$ cat src/rtl/pc_fetch_unit_if.sv
// Fetch-unit bus bundle: instruction-memory req/ack port plus
// the valid/ready slot that hands instructions to decode.
interface pc_fetch_unit_if;
    logic        imem_req_o;
    logic [31:0] imem_addr_o;
    logic        imem_ack_i;
    logic [31:0] imem_rdata_i;
    logic        inst_valid_o;
    logic [31:0] inst_o;
    logic [31:0] inst_pc_o;
    logic        inst_ready_i;

    modport master (
        output imem_req_o,
        output imem_addr_o,
        input  imem_ack_i,
        input  imem_rdata_i,
        output inst_valid_o,
        output inst_o,
        output inst_pc_o,
        input  inst_ready_i
    );

    modport slave (
        input  imem_req_o,
        input  imem_addr_o,
        output imem_ack_i,
        output imem_rdata_i,
        input  inst_valid_o,
        input  inst_o,
        input  inst_pc_o,
        output inst_ready_i
    );
endinterface

$ cat src/rtl/pc_fetch_unit.sv
// PC register and fetch sequencer: PC+4 stepping, redirect flush, stall.
// Optional PC_MISALIGN_TRAP_EN: trap misaligned redirect targets.
module pc_fetch_unit #(
    parameter logic [31:0] RESET_PC = 32'h0000_0000,
    parameter logic [31:0] NOP_INST = 32'h0000_0013
) (
    input  logic                   clk,
    input  logic                   rst_n,
    input  logic                   stall_i,
    input  logic                   redirect_i,
    input  logic [31:0]            redirect_pc_i,
    output logic                   misalign_o,
    pc_fetch_unit_if.master        bus
);

    typedef enum logic [1:0] {
        S_IDLE = 2'd0,
        S_REQ  = 2'd1,
        S_DROP = 2'd2
    } state_t;

    state_t      state_q, state_d;
    logic [31:0] pc_q, pc_d;
    logic [31:0] addr_q, addr_d;
    logic        valid_q, valid_d;
    logic [31:0] inst_q, inst_d;
    logic [31:0] inst_pc_q, inst_pc_d;

    logic        ack;
    logic        slot_free;
    logic        issue_ok;
    logic        bad_tgt;
    logic [31:0] tgt;

    assign ack       = bus.imem_ack_i;
    assign slot_free = !valid_q || bus.inst_ready_i;
    assign issue_ok  = !stall_i && slot_free;

    // Redirect target resolution (trap keeps the old pc).
    always_comb begin
        bad_tgt = 1'b0;
        tgt     = redirect_pc_i & ~32'h3;
`ifdef PC_MISALIGN_TRAP_EN
        if (redirect_pc_i[1:0] != 2'b00) begin
            bad_tgt = redirect_i;
            tgt     = pc_q;
        end
`endif
    end

    // State register.
    always_ff @(posedge clk or negedge rst_n) begin
        if (!rst_n) begin
            state_q <= S_IDLE;
        end else begin
            state_q <= state_d;
        end
    end

    // Next-state logic; redirect overrides everything.
    always_comb begin
        state_d = state_q;
        unique case (state_q)
            S_IDLE: begin
                if (redirect_i) begin
                    state_d = stall_i ? S_IDLE : S_REQ;
                end else if (issue_ok) begin
                    state_d = S_REQ;
                end
            end
            S_REQ: begin
                if (redirect_i) begin
                    state_d = ack ? S_IDLE : S_DROP;
                end else if (ack) begin
                    state_d = issue_ok ? S_REQ : S_IDLE;
                end
            end
            S_DROP: begin
                if (ack) begin
                    state_d = S_IDLE;
                end
            end
            default: state_d = S_IDLE;
        endcase
    end

    // Outputs decoded from state and datapath registers.
    always_comb begin
        bus.imem_req_o   = (state_q != S_IDLE);
        bus.imem_addr_o  = addr_q;
        bus.inst_valid_o = valid_q;
        bus.inst_o       = inst_q;
        bus.inst_pc_o    = inst_pc_q;
    end

    // Datapath next values: pc, fetch address and output slot.
    always_comb begin
        pc_d      = pc_q;
        addr_d    = addr_q;
        valid_d   = valid_q;
        inst_d    = inst_q;
        inst_pc_d = inst_pc_q;
        if (valid_q && bus.inst_ready_i) begin
            valid_d = 1'b0;
            inst_d  = NOP_INST;
        end
        if (redirect_i) begin
            pc_d    = tgt;
            valid_d = 1'b0;
            inst_d  = NOP_INST;
            if (state_q == S_IDLE && !stall_i) begin
                addr_d = tgt;
            end
        end else begin
            unique case (state_q)
                S_IDLE: begin
                    if (issue_ok) begin
                        addr_d = pc_q;
                    end
                end
                S_REQ: begin
                    if (ack) begin
                        inst_d    = bus.imem_rdata_i;
                        inst_pc_d = pc_q;
                        valid_d   = 1'b1;
                        pc_d      = pc_q + 32'd4;
                        if (issue_ok) begin
                            addr_d = pc_q + 32'd4;
                        end
                    end
                end
                S_DROP: begin
                end
                default: begin
                end
            endcase
        end
    end

    // Datapath registers.
    always_ff @(posedge clk or negedge rst_n) begin
        if (!rst_n) begin
            pc_q      <= RESET_PC;
            addr_q    <= RESET_PC;
            valid_q   <= 1'b0;
            inst_q    <= NOP_INST;
            inst_pc_q <= 32'h0;
        end else begin
            pc_q      <= pc_d;
            addr_q    <= addr_d;
            valid_q   <= valid_d;
            inst_q    <= inst_d;
            inst_pc_q <= inst_pc_d;
        end
    end

`ifdef PC_MISALIGN_TRAP_EN
    logic misalign_q, misalign_d;

    // One-cycle pulse on a misaligned redirect.
    always_comb begin
        misalign_d = bad_tgt;
    end

    // Misalign flag register.
    always_ff @(posedge clk or negedge rst_n) begin
        if (!rst_n) begin
            misalign_q <= 1'b0;
        end else begin
            misalign_q <= misalign_d;
        end
    end

    assign misalign_o = misalign_q;
`else
    assign misalign_o = bad_tgt;
`endif

endmodule

$ cat src/flat_wrapper.sv
// flat-port wrapper written by rule: the top's interface ports become plain ports
module pc_fetch_unit_flat 
#(
    parameter logic [31:0] RESET_PC = 32'h0000_0000,
    parameter logic [31:0] NOP_INST = 32'h0000_0013
)
  (clk, rst_n, stall_i, redirect_i, redirect_pc_i, misalign_o, bus_imem_req_o, bus_imem_addr_o, bus_imem_ack_i, bus_imem_rdata_i, bus_inst_valid_o, bus_inst_o, bus_inst_pc_o, bus_inst_ready_i);
  pc_fetch_unit_if bus_i ();
  input  logic clk;
  input  logic rst_n;
  input  logic stall_i;
  input  logic redirect_i;
  input  logic [31:0] redirect_pc_i;
  output logic misalign_o;
  output wire logic [$bits(bus_i.imem_req_o)-1:0] bus_imem_req_o;
  output wire logic [$bits(bus_i.imem_addr_o)-1:0] bus_imem_addr_o;
  input wire logic [$bits(bus_i.imem_ack_i)-1:0] bus_imem_ack_i;
  input wire logic [$bits(bus_i.imem_rdata_i)-1:0] bus_imem_rdata_i;
  output wire logic [$bits(bus_i.inst_valid_o)-1:0] bus_inst_valid_o;
  output wire logic [$bits(bus_i.inst_o)-1:0] bus_inst_o;
  output wire logic [$bits(bus_i.inst_pc_o)-1:0] bus_inst_pc_o;
  input wire logic [$bits(bus_i.inst_ready_i)-1:0] bus_inst_ready_i;
  assign bus_imem_req_o = bus_i.imem_req_o;
  assign bus_imem_addr_o = bus_i.imem_addr_o;
  assign bus_i.imem_ack_i = bus_imem_ack_i;
  assign bus_i.imem_rdata_i = bus_imem_rdata_i;
  assign bus_inst_valid_o = bus_i.inst_valid_o;
  assign bus_inst_o = bus_i.inst_o;
  assign bus_inst_pc_o = bus_i.inst_pc_o;
  assign bus_i.inst_ready_i = bus_inst_ready_i;
  pc_fetch_unit #(.RESET_PC(RESET_PC), .NOP_INST(NOP_INST)) u_core (.clk(clk), .rst_n(rst_n), .stall_i(stall_i), .redirect_i(redirect_i), .redirect_pc_i(redirect_pc_i), .misalign_o(misalign_o), .bus(bus_i));
endmodule
$ cat config.mk
export PLATFORM = sky130hd
export DESIGN_NAME = pc_fetch_unit_flat
export DESIGN_NICKNAME = d
export VERILOG_FILES = /design/src/rtl/pc_fetch_unit_if.sv /design/src/rtl/pc_fetch_unit.sv /design/src/flat_wrapper.sv
export SDC_FILE = /design/constraint.sdc
export NUM_CORES = 1
export LEC_CHECK = 0
export BUFFER_PORTS_ARGS = -buffer_cell sky130_fd_sc_hd__clkbuf_2
export CAP_MARGIN = 40
export CORE_UTILIZATION = 48
export CTS_CLUSTER_DIAMETER = 60
export DETAILED_ROUTE_END_ITERATION = 8
export PLACE_DENSITY = 0.73
export SYNTH_ARGS = -nofsm -noshare
export SYNTH_HDL_FRONTEND = slang
export SYNTH_SLANG_ARGS = --single-unit
$ cat constraint.sdc
create_clock -name clk -period 1.9 [get_ports clk]
set_input_delay 0.285 -clock clk [delete_from_list [all_inputs] [get_ports clk]]
set_output_delay 0.285 -clock clk [all_outputs]
set_load 0.01 [all_outputs]
Yosys cells after proc, flatten, opt, wreduce, memory -nomap -nowiden
Cells that the tools add are included.

Add/sub/neg operators: 1. Equality and inequality tests: 7. Multiplexer cells: 26. Bitwise logic cells: 1. Reduce and logical (&&, ||, !) cells: 15.

Operators with widths (number): $mux 32 (12); $pmux 32 s2 (1); $add 32x3->32 const B (1); $mux 2 (6); $mux 1 (6); $ne 3x2->1 const B (2); $pmux 2 s3 (1); $reduce_and 3->1 (2); $reduce_bool 2->1 (3); $reduce_and 5->1 (1); $logic_and 1x1->1 (3); $ne 3x3->1 const B (1); $reduce_bool 3->1 (1); $eq 2x1->1 const B (1); $eq 2x2->1 const B (1); $logic_not 1->1 (2); $logic_not 2->1 (1); $ne 2x1->1 const B (1); $ne 2x2->1 const B (1); $reduce_and 2->1 (1); $logic_or 1x1->1 (1); $not 1->1 (1).

Bits in registers: 131. Input bits: 70. Output and inout port bits: 99.

Logic depth before layout (Yosys ltp)
Gate-level depths: netlist (run 1).

Depth after elaboration: 7. Mapped depth: 8.

Worst setup path after synthesis (run 1)
OpenSTA, ideal clock, no wires.

Path type: register -> register. Start: reg u_core.state_q[1]. End: reg u_core.pc_q[21]. Setup time: 0.125 ns. Data arrival time: 1.862 ns. Data required time: 1.775 ns. Setup slack: -0.087 ns. Cell stages (with the launch flop): 7. Path buffers: 1. Period minus slack after synthesis: 1.987 ns. Cell sequence: dfrtp_1 -> clkbuf_1 -> nand3b_1 -> nor4_2 -> nand4_1 -> xnor2_1 -> mux2_2.

Longest elaborated chain between the ends: 3.

RTL lines: start: declaration (RTL line pc_fetch_unit.sv:22) `state_t state_q, state_d;`; start signal: assignment (RTL line pc_fetch_unit.sv:56) `state_q <= state_d;`; $eq 2x1->1 (RTL line pc_fetch_unit.sv:115) `unique case (state_q)`; $reduce_bool 2->1 (no source line); $reduce_and 2->1 (no source line); end signal: assignment (RTL line pc_fetch_unit.sv:149) `pc_q <= pc_d;`; end: declaration (RTL line pc_fetch_unit.sv:23) `logic [31:0] pc_q, pc_d;`.

Every way passes these cells. A chain may end at the register's enable or synchronous reset.

Worst setup path in the final report (run 1)
Start: reg u_core.pc_q[2]. End: reg u_core.addr_q[20], in the netlist u_core.bus.imem_addr_o[20].

Longest elaborated chain between the ends: 5.

RTL lines: $add 32x3->32 (RTL line pc_fetch_unit.sv:128) `addr_d = pc_q + 32'd4;`; $mux 32 (RTL line pc_fetch_unit.sv:127) `if (issue_ok) begin`; $mux 32 (RTL line pc_fetch_unit.sv:122) `if (ack) begin`; $pmux 32 s2 (RTL line pc_fetch_unit.sv:115); $mux 32 (RTL line pc_fetch_unit.sv:107) `if (redirect_i) begin`; end signal: assignment (RTL line pc_fetch_unit.sv:150) `addr_q <= addr_d;`; end: declaration (RTL line pc_fetch_unit.sv:24) `logic [31:0] addr_q, addr_d;`.

Every way passes these cells. The select of a mux whose other input is x is not followed.

==> results by stage, run 1 <==
Worst setup path:
- The worst setup path is captured at a flop.
- The sort of element at the start of the critical path is a flop.
- Among cell families on the critical path, the largest total delay comes from simple AND/OR/NAND/NOR gates.
- The largest stage delay on the critical path is 0.46 ns.
- For the worst setup path, the data arrival time is 2.13 ns.
- The cell with the largest stage delay on the worst path is sky130_fd_sc_hd__or3_1.
- Data on the critical path is required at its endpoint by 2.19 ns.
- The worst register-to-register path ends at u_core.bus.imem_addr_o[20].
- The type of the worst setup path is flop to flop.
- Of all nets on the critical path, the largest fanout is 5.
- For the worst flop-to-flop path, the logic depth is 6.
- The slack of the worst reg-to-reg path is 0.07 ns.
- The worst register-to-register path begins at u_core.pc_q[2].
- Walking the worst path, the cells encountered are ha_2, nand3_1, or3_1, o21a_1, o311ai_1, nand2_1.
- The number of buffers and inverters on the critical path is 0.

Timing:
- The total count of hold-check failures in the final report came to 0.
- The post-route setup TNS is 0 ns.
- After layout, the minimum clock period comes to 1.832 ns.
- The setup slack of the critical path after layout is 0.06822 ns.
- At the pin with the least slew margin, the transition time is 0.5594 ns.
- The final count of pins violating max slew is 0.
- Measured against its own limit, the worst slew margin works out to 0.6240.
- Based on the critical path, the design can be clocked at up to 545.9 MHz.
- Final hold analysis gives a worst-case slack of 0.07173 ns.
- Setup violations remaining at the end of the flow were counted as 0.
- The period utilization is 0.9641.
- On the final layout, the worst clock skew is 0.008217 ns.

Clock network:
- The root cell of the clock tree is sky130_fd_sc_hd__clkbuf_16.
- The tree built by TritonCTS fans out to 126 sinks.
- The H-tree depth reported by CTS is 4.
- The clock tree buffer depth is 2.
- Clock-pin slew was measured on the worst setup and hold paths at 0.05 ns.
- Clock tree synthesis inserted a total of 17 buffers.
- The TritonCTS clock tree is done.
- For the worst-skew pair, the clock arrives at the later sink with an insertion delay of 0.42 ns.

Final layout:
- The final cell count without fillers is 1037.
- The number of filler instances in the final layout is 1038.
- The number of antenna diodes in the final layout is 0.
- At the end of the flow the core is filled with cells to 0.6632.
- The ratio of cells with drive above 1 in the final layout is 0.3861.
- The area added between synthesis and finish is 33.50%.
- At the end of the flow, the number of nets in the layout was 923.
- Summing all non-filler instances in the final layout gives an area of 8437 µm².

Logic synthesis:
- The library cell occupying the most area in the post-synthesis netlist is sky130_fd_sc_hd__dfrtp_1.
- The unique cell type count in the Yosys netlist is 52.
- Synthesis inferred 126 register bits.
- Yosys mapped a number of flops with a built-in enable equal to 0.
- In the post-synthesis netlist, the biggest area contributors are sky130_fd_sc_hd__dfrtp_1 49%, sky130_fd_sc_hd__mux2_2 7.3%, sky130_fd_sc_hd__xor2_1 4.9%.
- Synthesis handed over a netlist of 649 instances.
- The Yosys step of the flow raised 0 warnings.
- Of the synthesized area, sequential elements account for 0.4995.
- A synthesized cell averages 9.738 µm².
- The share of flip-flops with an asynchronous set or reset is 1.000.
- Summing every instance area after synthesis gives 6320 µm².
- The area share of the largest cell type after synthesis is 0.4870.
- For this run, the leading register cell type out of synthesis is sky130_fd_sc_hd__dfrtp_1.

Power and ir drop:
- The clock power share is 0.375.
- The combinational power share is 0.246.
- The total power density per cell area is 1138 nW/µm².
- The net switching share of the total power is 0.2927.
- Summed over all nets, the switching power comes to 2.811 mW.
- The reported leakage power is 3.817 nW.
- The maximum VDD drop is 0.6409 mV.
- Summing internal, switching and leakage power gives 9.603 mW.
- The internal portion of the total power is 6.793 mW.
- The sequential power share is 0.379.

Routing:
- The per-cell routed wire length is 17.41 µm.
- Dividing the detail-routed via count by the number of cells gives 5.628.
- Across all layers, the routed design uses 5836 vias.
- Once detail routing completed, the nets flagged for antenna violations numbered 0.
- For this run, the detailed router's first-pass iteration total came to 5.
- The first-iteration detailed-routing DRC count is 384.
- The routed design has 18.06 mm of wire.
- The total DRC errors in the routed layout is 0.

Placement:
- The count of port buffers added during placement is 163.
- The final weighted congestion in routability-driven placement is 0.8877.
- The count of placed standard cells including taps is 997.
- The placed wire-length estimate after detailed placement is 12.59 mm.
- The pre-CTS setup slack is -0.02352 ns.
- The total placed instance area is 7634 µm².

Floorplanning:
- Measured along the y axis, the die boundary spans 116.7 µm.
- Measured along the x axis, the die boundary spans 116.7 µm.
- In this run the standard cell core region covers 12720 µm².
- Pin placement for this block handled 169 I/O pins.
- The initial utilization of the core area, before any placement, comes to 0.4968.
- In this run the core area contains 41 standard-cell rows.
- The die covers 13630 µm².

Job:
- The tool flagged a number of max-cap violations equal to 0.

GRT:
- The via count of the first global-routing pass is 5833.
- The first global-routing pass estimated 28.37 mm of wire.
- The global routing usage summed across all routing layers is 0.2765.
- The initial antenna violation count is 0.
- Global routing finished with a remaining overflow of 0.
- Entering global routing, the biggest net connects 46 pins.

Worst hold path:
- The worst hold path begins at bus_imem_rdata_i[23].
- The path class of the tightest hold or removal check is primary input to flop.
- The worst hold endpoint is u_core.bus.inst_o[23].
- The worst hold path passes through 3 cells.

Outcome:
- The run finished with clean final reports.
## kinds of logic after synthesis
family                   count (synthesis)  share of synthesized area
XOR/XNOR                                50                    0.06929
buffers and inverters                   61                    0.04870
other                                    1                  0.0005934
AND/OR/NAND/NOR                        250                     0.1948
adder cells (fa/ha/maj)                  1                   0.001979
multiplexers                            42                    0.07464
AO/OA/AOI/OAI                          118                     0.1105
flip-flops                             126                     0.4995
## worst max path at each step
stage	slack [ns]	startpoint	to	cells after the start
CTS	0.03	u_core.pc_q[12]	u_core.bus.imem_addr_o[15]	7
global route	-0.01	u_core.state_q[1]	u_core.bus.imem_addr_o[27]	7
detailed placement	-0.02	u_core.state_q[1]	u_core.bus.imem_addr_o[20]	5
global placement	-0.06	u_core.state_q[1]	u_core.bus.imem_addr_o[27]	4
floorplan	0.001	u_core.pc_q[2]	u_core.bus.imem_addr_o[20]	7
finish	0.07	u_core.pc_q[2]	u_core.bus.imem_addr_o[20]	6
## cells in the mapped netlist (6+ instances only)
library cell,count
sky130_fd_sc_hd__a211oi_1,6
sky130_fd_sc_hd__a2bb2oi_1,6
sky130_fd_sc_hd__clkbuf_1,34
sky130_fd_sc_hd__nor4_1,8
sky130_fd_sc_hd__dfrtp_1,123
sky130_fd_sc_hd__mux2_2,41
sky130_fd_sc_hd__buf_2,6
sky130_fd_sc_hd__xnor2_1,15
sky130_fd_sc_hd__a21oi_1,55
sky130_fd_sc_hd__o21ai_0,23
sky130_fd_sc_hd__nand3_1,49
sky130_fd_sc_hd__nor2_1,51
sky130_fd_sc_hd__o31ai_1,10
sky130_fd_sc_hd__nand4_1,19
sky130_fd_sc_hd__xor2_1,35
sky130_fd_sc_hd__nor3_1,20
sky130_fd_sc_hd__nand2_1,70
sky130_fd_sc_hd__buf_6,7
## flip-flops by register name (all words and copies together) (netlist names)
name and flops:
u_core.bus.inst_valid_o 1, u_core.bus.inst_o 32, u_core.bus.inst_pc_o 30, u_core.bus.imem_addr_o 31, u_core.pc_q 30, u_core.state_q 2
## worst min-delay path: stages
cell                       delay [ns]
sky130_fd_sc_hd__clkbuf_2        0.08
sky130_fd_sc_hd__nand2_1         0.04
sky130_fd_sc_hd__a21oi_1         0.05
## power groups by stage
stage / clock, mW / sequential (mW) / combinational [mW]
3_5_place_dp: 0 / 3.68 / 2.32
2_1_floorplan: 0 / 3.87 / 1.04
3_3_place_gp: 0 / 3.65 / 2.26
5_1_grt: 3.77 / 3.71 / 2.61
6_report: 3.60 / 3.64 / 2.36
4_1_cts: 3.65 / 3.64 / 2.34
## cell usage in the layout, fill, tap and decap left out, drive strengths merged, types with 2 or more instances in the layout
master	Yosys	layout
nor3	20	20
nand2	70	70
a211oi	6	6
o21a	2	2
buf	22	75
o31ai	10	10
clkinv	0	3
and3	3	3
nor4	10	10
mux2	41	41
a21boi	2	2
and2	5	5
clkinvlp	0	2
inv	5	5
a2bb2oi	6	6
o21ai	25	25
bufinv	0	5
nor2b	4	4
a31o	2	2
a21o	2	2
nand4	20	20
and4	3	3
dfstp	3	3
a31oi	3	3
a21oi	55	55
dfrtp	123	123
or3	2	2
conb	1	3
nand3	49	49
nand2b	3	3
nor2	51	51
xnor2	15	15
nand3b	3	3
xor2	35	35
nor3b	3	3
clkbuf	34	184
## metal layers
metal / vias up / share of wire / global-route usage
li1: 2684 / - / -
met1: 2840 / 0.41 / 0.3333
met2: 274 / 0.48 / 0.4568
met3: 38 / 0.089 / 0.09185
met4: 0 / 0.022 / 0.1114
met5: - / 0 / 0
## timing repair
item                       4_1_cts  5_1_grt
setup endpoints to repair        1       36
hold endpoints to repair        25        0
setup buffers                    0        6
pin swaps                        0        7
resized for setup                1       19
cloned                           0        1
hold buffers                     1        0
## layout make-up
cell class | instances | area (µm²) | share of cell area
tap | 172 | 215.2 | 0.02551
clock inverter | 10 | 183.9 | 0.02180
inverter | 5 | 18.77 | 0.002225
multi-input combinational | 464 | 2944 | 0.3490
timing repair buffer | 238 | 1439 | 0.1705
sequential | 126 | 3162 | 0.3748
clock buffer | 22 | 474.2 | 0.05621
Power figures use the tool's default switching activity.
==> run 2, diff against run 1 <==
--- a/config.mk
+++ b/config.mk
@@ -8,9 +8,9 @@
 export BUFFER_PORTS_ARGS = -buffer_cell sky130_fd_sc_hd__clkbuf_2
 export CAP_MARGIN = 40
 export CORE_UTILIZATION = 48
-export CTS_CLUSTER_DIAMETER = 60
 export DETAILED_ROUTE_END_ITERATION = 8
-export PLACE_DENSITY = 0.73
+export PLACE_DENSITY = 0.82
+export SKIP_LAST_GASP = 1
 export SYNTH_ARGS = -nofsm -noshare
 export SYNTH_HDL_FRONTEND = slang
 export SYNTH_SLANG_ARGS = --single-unit
==> run 2 against run 1 <==
Against the previous run: die area stayed put; clock skew is 0.0042 ns higher; clock power shrank 7.8%; maximum frequency fell by 1.2%; largest cell class unchanged; highest routed layer unchanged.
==> results by stage, run 2 (synthesis results as in run 1) <==
GRT:
- The total global routing overflow is 0 (unchanged).
- The maximum number of pins on one net before global-route repair is 50 (+8.7%).
- The initial antenna violation count is 0 (unchanged).
- The global routing usage summed across all routing layers is 0.2646 (-0.01192).
- The wire length of the first global-routing pass is 27.52 mm (-3.0%).
- The via count of the first global-routing pass is 5591 (-4.1%).

Floorplanning:
- The standard cell core area is 12720 µm² (unchanged).
- The full die area is 13630 µm² (unchanged).
- The count of standard-cell rows is 41 (unchanged).
- The initial cell density of the core is 0.4968 (unchanged).
- The I/O pin count is 169 (unchanged).
- The die height is 116.7 µm (unchanged).
- The width of the chip was 116.7 µm (unchanged).

Routing:
- The first-pass detailed-route iteration total is 4 (-1).
- The via density per instance is 5.538 (-1.6%).
- The per-cell routed wire length was 16.59 µm (-4.7%).
- The first-iteration detailed-routing DRC count was 417 (+8.6%).
- The total DRC errors in the routed layout came to 0 (unchanged).
- The count of antenna-violating nets left after detailed routing was 0 (unchanged).
- The total number of vias is 5721 (-2.0%).
- The final routed wirelength across all metal layers is 17.14 mm (-5.1%).

Clock network:
- The tree is rooted in a sky130_fd_sc_hd__clkbuf_16.
- The clock tree buffer depth was 2 (unchanged).
- The clock sink count came to 126 (unchanged).
- TritonCTS built the clock tree.
- The clock-pin slew reported for the worst setup and hold paths after clock tree synthesis was 0.05 ns (about the same).
- The H-tree depth reported by CTS is 4 (unchanged).
- The source-to-sink clock delay at the later pin of the worst-skew pair is 0.42 ns (about the same).
- The number of buffers inserted during clock tree synthesis is 17 (unchanged).

Final layout:
- The number of flip-flops in the largest register is 32 (unchanged).
- The ratio of cells with drive above 1 in the final layout is 0.3775 (-0.008659).
- The share of the core filled with cells in the final layout is 0.6559 (-0.007278).
- The area growth from synthesis to layout is 32.03%.
- In the layout the commonest cells are 162 x sky130_fd_sc_hd__clkbuf_2, 121 x sky130_fd_sc_hd__dfrtp_1, 70 x sky130_fd_sc_hd__nand2_1.
- The final instance area is 8344 µm² (-1.1%).
- The count of nets after finishing is 919 (-0.43%).
- Leaving out fill and tap cells, the most frequent cell in the layout is sky130_fd_sc_hd__clkbuf_2.
- The diode insertion count for antenna repair is 0 (unchanged).

Timing:
- Setup repair after global routing could not meet its margin everywhere.
- The setup-violating endpoint count in the final report was 0 (unchanged).
- The period utilization is 0.9758 (+0.01173).
- The final count of pins violating max slew is 0 (unchanged).
- The worst max-slew margin expressed relative to the limit is 0.6458 (+0.02183).
- The worst clock skew on the final layout came to 0.01239 ns (+0.004169 ns).
- The total count of hold-check failures in the final report was 0 (unchanged).
- The worst hold-check slack is 0.07611 ns (+0.004380 ns).
- The pin slew with the least headroom to its limit came to 0.5264 ns (-0.03295 ns).
- The clock period minus final worst setup slack came to 1.854 ns (+0.02230 ns).
- The highest attainable clock frequency came to 539.4 MHz (-1.2%).

Placement:
- The placed wire-length estimate after detailed placement is 12.18 mm (-3.2%).
- The count of port buffers added during placement is 163 (unchanged).
- The final weighted congestion in routability-driven placement is 0.8424 (-5.1%).
- The total placed instance area was 7666 µm² (+0.43%).

Outcome:
- The run finished with clean final reports.

Worst setup path:
- The sort of element at the start of the critical path is a flop.
- The cell with the largest stage delay on the worst path is sky130_fd_sc_hd__dfrtp_1.
- The largest fanout on the critical path came to 7 (+2).
- The slack of the worst reg-to-reg path is 0.05 ns (-0.02 ns).
- The largest stage delay on the critical path is 0.48 ns (+0.02 ns).
- The critical path is of the flop to flop type.
- STA classifies the critical path endpoint as a flop.
- The data arrival at the endpoint of the critical path came to 2.15 ns (+0.02 ns).
- The signal on the critical path passes through nor2b_1, buf_4, and2_1, nand3_1, xnor2_1, mux2_2.
- The data required time at the worst endpoint was 2.20 ns (about the same).

Worst hold path:
- The worst hold-check path type is primary input to flop.

Power and ir drop:
- The total chip power is 9.321 mW (-2.9%).
- The total net switching power is 2.793 mW (-0.65%).
- The combinational power share came to 0.253 (+0.007).
- The net switching share of the total power was 0.2996 (+0.006906).
- The clock power share was 0.356 (-0.019).
- The maximum VDD drop is 0.8605 mV (+34%).
- The total power density per cell area was 1117 nW/µm² (-1.9%).
- The sequential power share is 0.391 (+0.012).
- The reported leakage power came to 3.778 nW (-1.0%).
- The internal power came to 6.529 mW (-3.9%).

Job:
- The max-cap violation count is 0 (unchanged).
## run 2: changes by cell type in the layout (fill, tap and decap cells not counted), sizes merged
cell,delta
buf,-5
bufinv,-2
clkdlybuf4s15,+1
clkinv,+1
clkinvlp,+1
## run 2: stage by stage
| step | setup TNS [ns] | std cells | worst slack [ns] |
|---|---|---|---|
| after detailed placement | 0 | 997 | 0.05283 |
| after CTS | 0 | 1030 | 0.05921 |
| final | 0 | 1033 | 0.04593 |
| after global placement | -0.001622 | 996 | -0.001622 |
| after global routing | -0.03578 | 1033 | -0.01957 |
| after floorplan | 0 | 651 | 0.0009842 |
## run 2: power by group through the flow
stage	clock network, mW	registers [mW]	logic (mW)
finish	3.32	3.65	2.36
global route	3.50	3.72	2.60
CTS	3.36	3.64	2.36
detailed placement	0	3.68	2.33
global placement	0	3.65	2.28
floorplan	0	3.87	1.04
## run 2: final timing paths
kind                                            start                          to  depth (start not counted)
max in group asynchronous                       rst_n        u_core.bus.inst_o[4]                          3
max reg2reg                         u_core.state_q[0]              u_core.pc_q[7]                          6
min                               bus_imem_rdata_i[5]        u_core.bus.inst_o[5]                          3
min reg2reg                u_core.bus.imem_addr_o[18]  u_core.bus.imem_addr_o[18]                          2
min in group asynchronous                       rst_n   u_core.bus.imem_addr_o[1]                          2
max                                 u_core.state_q[0]              u_core.pc_q[7]                          6
## run 2: area by class of cell
class	count	area [µm²]
Tap cell	172	215.2
Inverter	5	18.77
Sequential cell	126	3159
Clock inverter	10	136.4
Clock buffer	22	474.2
Timing Repair Buffer	234	1421
Multi-Input combinational cell	464	2919
Fill cell	1023	4378
## run 2: worst max-delay path, delay by kind of cell (launching register included)
kind	cells	cell delay [ns]
XOR/XNOR	1	0.14
multiplexers	1	0.26
AND/OR/NAND/NOR	3	0.66
flip-flops	1	0.48
buffers and inverters	1	0.20
## run 2: what timing repair did
item | CTS | global route
buffers inserted | 0 | 2
gates resized for setup | 0 | 10
setup endpoints to repair | 0 | 14
hold buffers | 1 | 0
hold endpoints to repair | 33 | 0
## run 2: layer usage
layer  share of wire  track usage  vias to the layer above  wire length (µm)
li1                -            -                     2664                 -
met1            0.42       0.3382                     2780              7257
met2            0.48       0.4272                      255              8211
met3           0.081      0.07784                       22              1381
met4           0.017      0.09620                        0               285
met5               0            0                        -                 0
==> run 3, diff against run 2 <==
==> constraint.sdc (replaced) <==
create_clock -name clk -period 1.7 [get_ports clk]
set_input_delay 0.255 -clock clk [delete_from_list [all_inputs] [get_ports clk]]
set_output_delay 0.255 -clock clk [all_outputs]
set_load 0.01 [all_outputs]
==> run 3 against run 2 <==
Against the previous run: critical endpoint is now u_core.pc_q[21]; wire length increased by 18%; non-clock buffer count grew 42; core utilization rose by 6.0 points; combinational power up 32%; clock-buffer cell count rose by 4; register-to-register slack lost 0.17 ns; hold slack got worse by 0.027 ns; the run now ends with negative setup slack left; highest routed layer unchanged; maximum frequency up 1.6%.
==> results by stage, run 3 (synthesis results as in run 1) <==
Routing:
- The total DRC errors in the routed layout was 0 (unchanged).
- The per-cell routed wire length is 18.80 µm (+13%).
- The first-iteration detailed-routing DRC count was 640 (+53%).
- The final routed wirelength across all metal layers came to 20.21 mm (+18%).
- The first-pass detailed-route iteration total is 5 (+1).
- The via density per instance is 5.762 (+4.0%).
- The count of antenna-violating nets left after detailed routing was 0 (unchanged).
- The total number of vias came to 6194 (+8.3%).

Floorplanning:
- The I/O pin count is 169 (unchanged).
- The initial cell density of the core is 0.4968 (unchanged).
- The count of standard-cell rows is 41 (unchanged).
- The full die area is 13630 µm² (unchanged).
- The width of the chip was 116.7 µm (unchanged).
- The standard cell core area is 12720 µm² (unchanged).
- The die height is 116.7 µm (unchanged).

Clock network:
- The clock-pin slew reported for the worst setup and hold paths after clock tree synthesis is 0.06 ns (about the same).
- The source-to-sink clock delay at the later pin of the worst-skew pair is 0.42 ns (about the same).
- The number of buffers inserted during clock tree synthesis came to 17 (unchanged).
- The H-tree depth reported by CTS came to 4 (unchanged).
- The root cell of the clock tree is sky130_fd_sc_hd__clkbuf_16.
- The clock sink count came to 126 (unchanged).
- The clock tree buffer depth was 2 (unchanged).
- The TritonCTS clock tree is done.

Timing:
- The worst max-slew margin expressed relative to the limit is 0.6039 (-0.04192).
- The setup slack of the critical path after layout came to -0.1254 ns (-0.1713 ns).
- The worst hold-check slack is 0.04881 ns (-0.02730 ns).
- The final count of pins violating max slew is 0 (unchanged).
- The highest attainable clock frequency came to 547.8 MHz (+1.6%).
- The period utilization came to 1.074 (+0.09792).
- The worst clock skew on the final layout is 0.008020 ns (-0.004366 ns).
- The post-route setup TNS came to -2.179 ns (-2.179 ns).
- The total count of hold-check failures in the final report is 0 (unchanged).
- The pin slew with the least headroom to its limit came to 0.5941 ns (+0.06773 ns).
- The setup-violating endpoint count in the final report came to 38 (+38).
- The clock period minus final worst setup slack is 1.825 ns (-0.02870 ns).
- Setup repair after global routing could not meet its margin everywhere.

Power and ir drop:
- The clock power share was 0.321 (-0.035).
- The sequential power share is 0.386 (-0.005).
- The total chip power was 10.62 mW (+14%).
- The maximum VDD drop came to 0.5634 mV (-35%).
- The total net switching power is 3.322 mW (+19%).
- The net switching share of the total power is 0.3129 (+0.01331).
- The reported leakage power is 4.132 nW (+9.4%).
- The internal power is 7.296 mW (+12%).
- The combinational power share is 0.293 (+0.040).
- The total power density per cell area is 1166 nW/µm² (+4.4%).

Worst setup path:
- The data arrival at the endpoint of the critical path is 2.12 ns (-0.03 ns).
- The endpoint identified for the worst register-to-register timing path is u_core.pc_q[21].
- The worst reg-to-reg path cell count was 7 (+1).
- The most critical setup path has its startpoint at u_core.pc_q[3].
- The worst setup path is launched from a flop.
- The largest fanout on the critical path is 4 (-3).
- The slack of the worst reg-to-reg path is -0.13 ns (-0.17 ns).
- The destination of the critical timing path is u_core.pc_q[21].
- The data required time at the worst endpoint is 2.00 ns (-0.20 ns).
- The startpoint identified for the worst register-to-register timing path is u_core.pc_q[3].
- STA classifies the critical path endpoint as a flop.
- The type of the worst setup path is flop to flop.

Placement:
- The count of placed standard cells including taps is 1015 (+1.8%).
- The placed wire-length estimate after detailed placement is 12.56 mm (+3.1%).
- The count of port buffers added during placement is 163 (unchanged).
- The final weighted congestion in routability-driven placement came to 0.9110 (+8.1%).

Final layout:
- The share of the core filled with cells in the final layout is 0.7159 (+0.05999).
- The leading cell type in the layout, fill and taps excluded is sky130_fd_sc_hd__clkbuf_2.
- The final cell count without fillers is 1075 (+4.1%).
- In the layout the commonest cells are 162 x sky130_fd_sc_hd__clkbuf_2, 117 x sky130_fd_sc_hd__dfrtp_1, 82 x sky130_fd_sc_hd__buf_4.
- The number of flip-flops in the largest register is 32 (unchanged).
- The diode insertion count for antenna repair was 0 (unchanged).
- The number of filler instances in the final layout came to 840 (-18%).
- The ratio of cells with drive above 1 in the final layout is 0.4408 (+0.06328).
- The count of nets after finishing is 961 (+4.6%).
- Compared with the post-synthesis result, the final layout area differs by 44.11%.

GRT:
- The wire length of the first global-routing pass was 29.25 mm (+6.3%).
- The initial antenna violation count was 0 (unchanged).
- The total global routing overflow is 0 (unchanged).
- The global routing usage summed across all routing layers is 0.2844 (+0.01981).
- The via count of the first global-routing pass was 5878 (+5.1%).
- The maximum number of pins on one net before global-route repair is 39 (-22%).

Worst hold path:
- The hold path startpoint is bus_imem_rdata_i[18].
- The tightest min-delay check is of the primary input to flop type.

Job:
- The max-cap violation count is 0 (unchanged).

Outcome:
- The final reports fail on negative setup slack.
- The flow ran to the end, but the final reports show violations.
## run 3: per-layer routing
metal | vias to the layer above | share of wire | track usage
met5 | - | 0 | 0
met4 | 0 | 0.035 | 0.1249
met3 | 74 | 0.092 | 0.08563
met2 | 351 | 0.49 | 0.4619
met1 | 3020 | 0.39 | 0.3511
li1 | 2749 | - | -
## run 3: worst min-delay path by stage
stage | cells past startpoint | endpoint
6_report | 3 | u_core.bus.inst_o[18]
5_1_grt | 3 | u_core.bus.inst_o[9]
4_1_cts | 3 | u_core.bus.inst_o[7]
3_5_place_dp | 1 | u_core.bus.imem_addr_o[1]
3_3_place_gp | 1 | u_core.bus.imem_addr_o[1]
2_1_floorplan | 0 | u_core.bus.imem_addr_o[10]
## run 3: power groups by stage
| stage | sequential (mW) | combinational [mW] | clock [mW] |
|---|---|---|---|
| 6_report | 4.10 | 3.11 | 3.41 |
| 5_1_grt | 4.17 | 3.37 | 3.59 |
| 4_1_cts | 4.07 | 2.78 | 3.43 |
| 3_5_place_dp | 4.11 | 2.70 | 0 |
| 3_3_place_gp | 4.08 | 2.63 | 0 |
| 2_1_floorplan | 4.33 | 1.18 | 0 |
## run 3: what timing repair did
| action | CTS | global route |
|---|---|---|
| buffers inserted | 8 | 17 |
| endpoints found under the setup margin | 31 | 89 |
| hold buffers | 1 | 0 |
| endpoints found under the hold margin | 31 | 0 |
| gates cloned | 1 | 3 |
| pin swaps | 10 | 28 |
| gates resized for setup | 27 | 72 |
## run 3: cell type report
cell class	count	area (µm²)	share of cell area
clock buffer	26	489.2	0.05372
clock inverter	6	60.06	0.006594
inverter	5	18.77	0.002061
multi-input combinational	464	3229	0.3546
sequential	126	3164	0.3474
tap	172	215.2	0.02363
timing repair buffer	276	1931	0.2120
## run 3: worst max-delay path, stage by stage (launching register included)
cell and delay [ns]:
sky130_fd_sc_hd__dfrtp_1 0.41, sky130_fd_sc_hd__buf_6 0.13, sky130_fd_sc_hd__nand4_1 0.19, sky130_fd_sc_hd__nor2_1 0.20
sky130_fd_sc_hd__buf_4 0.17, sky130_fd_sc_hd__nand4_1 0.14, sky130_fd_sc_hd__xnor2_1 0.19, sky130_fd_sc_hd__mux2_2 0.27
## run 3: per-stage QoR
stage / area [µm²] / setup WS [ns]
after global placement: 7881 / -0.03776
after detailed placement: 7881 / -0.1195
final: 9107 / -0.1254
after CTS: 8636 / -0.08331
after global routing: 9107 / -0.2122
after floorplan: 6390 / -0.1261
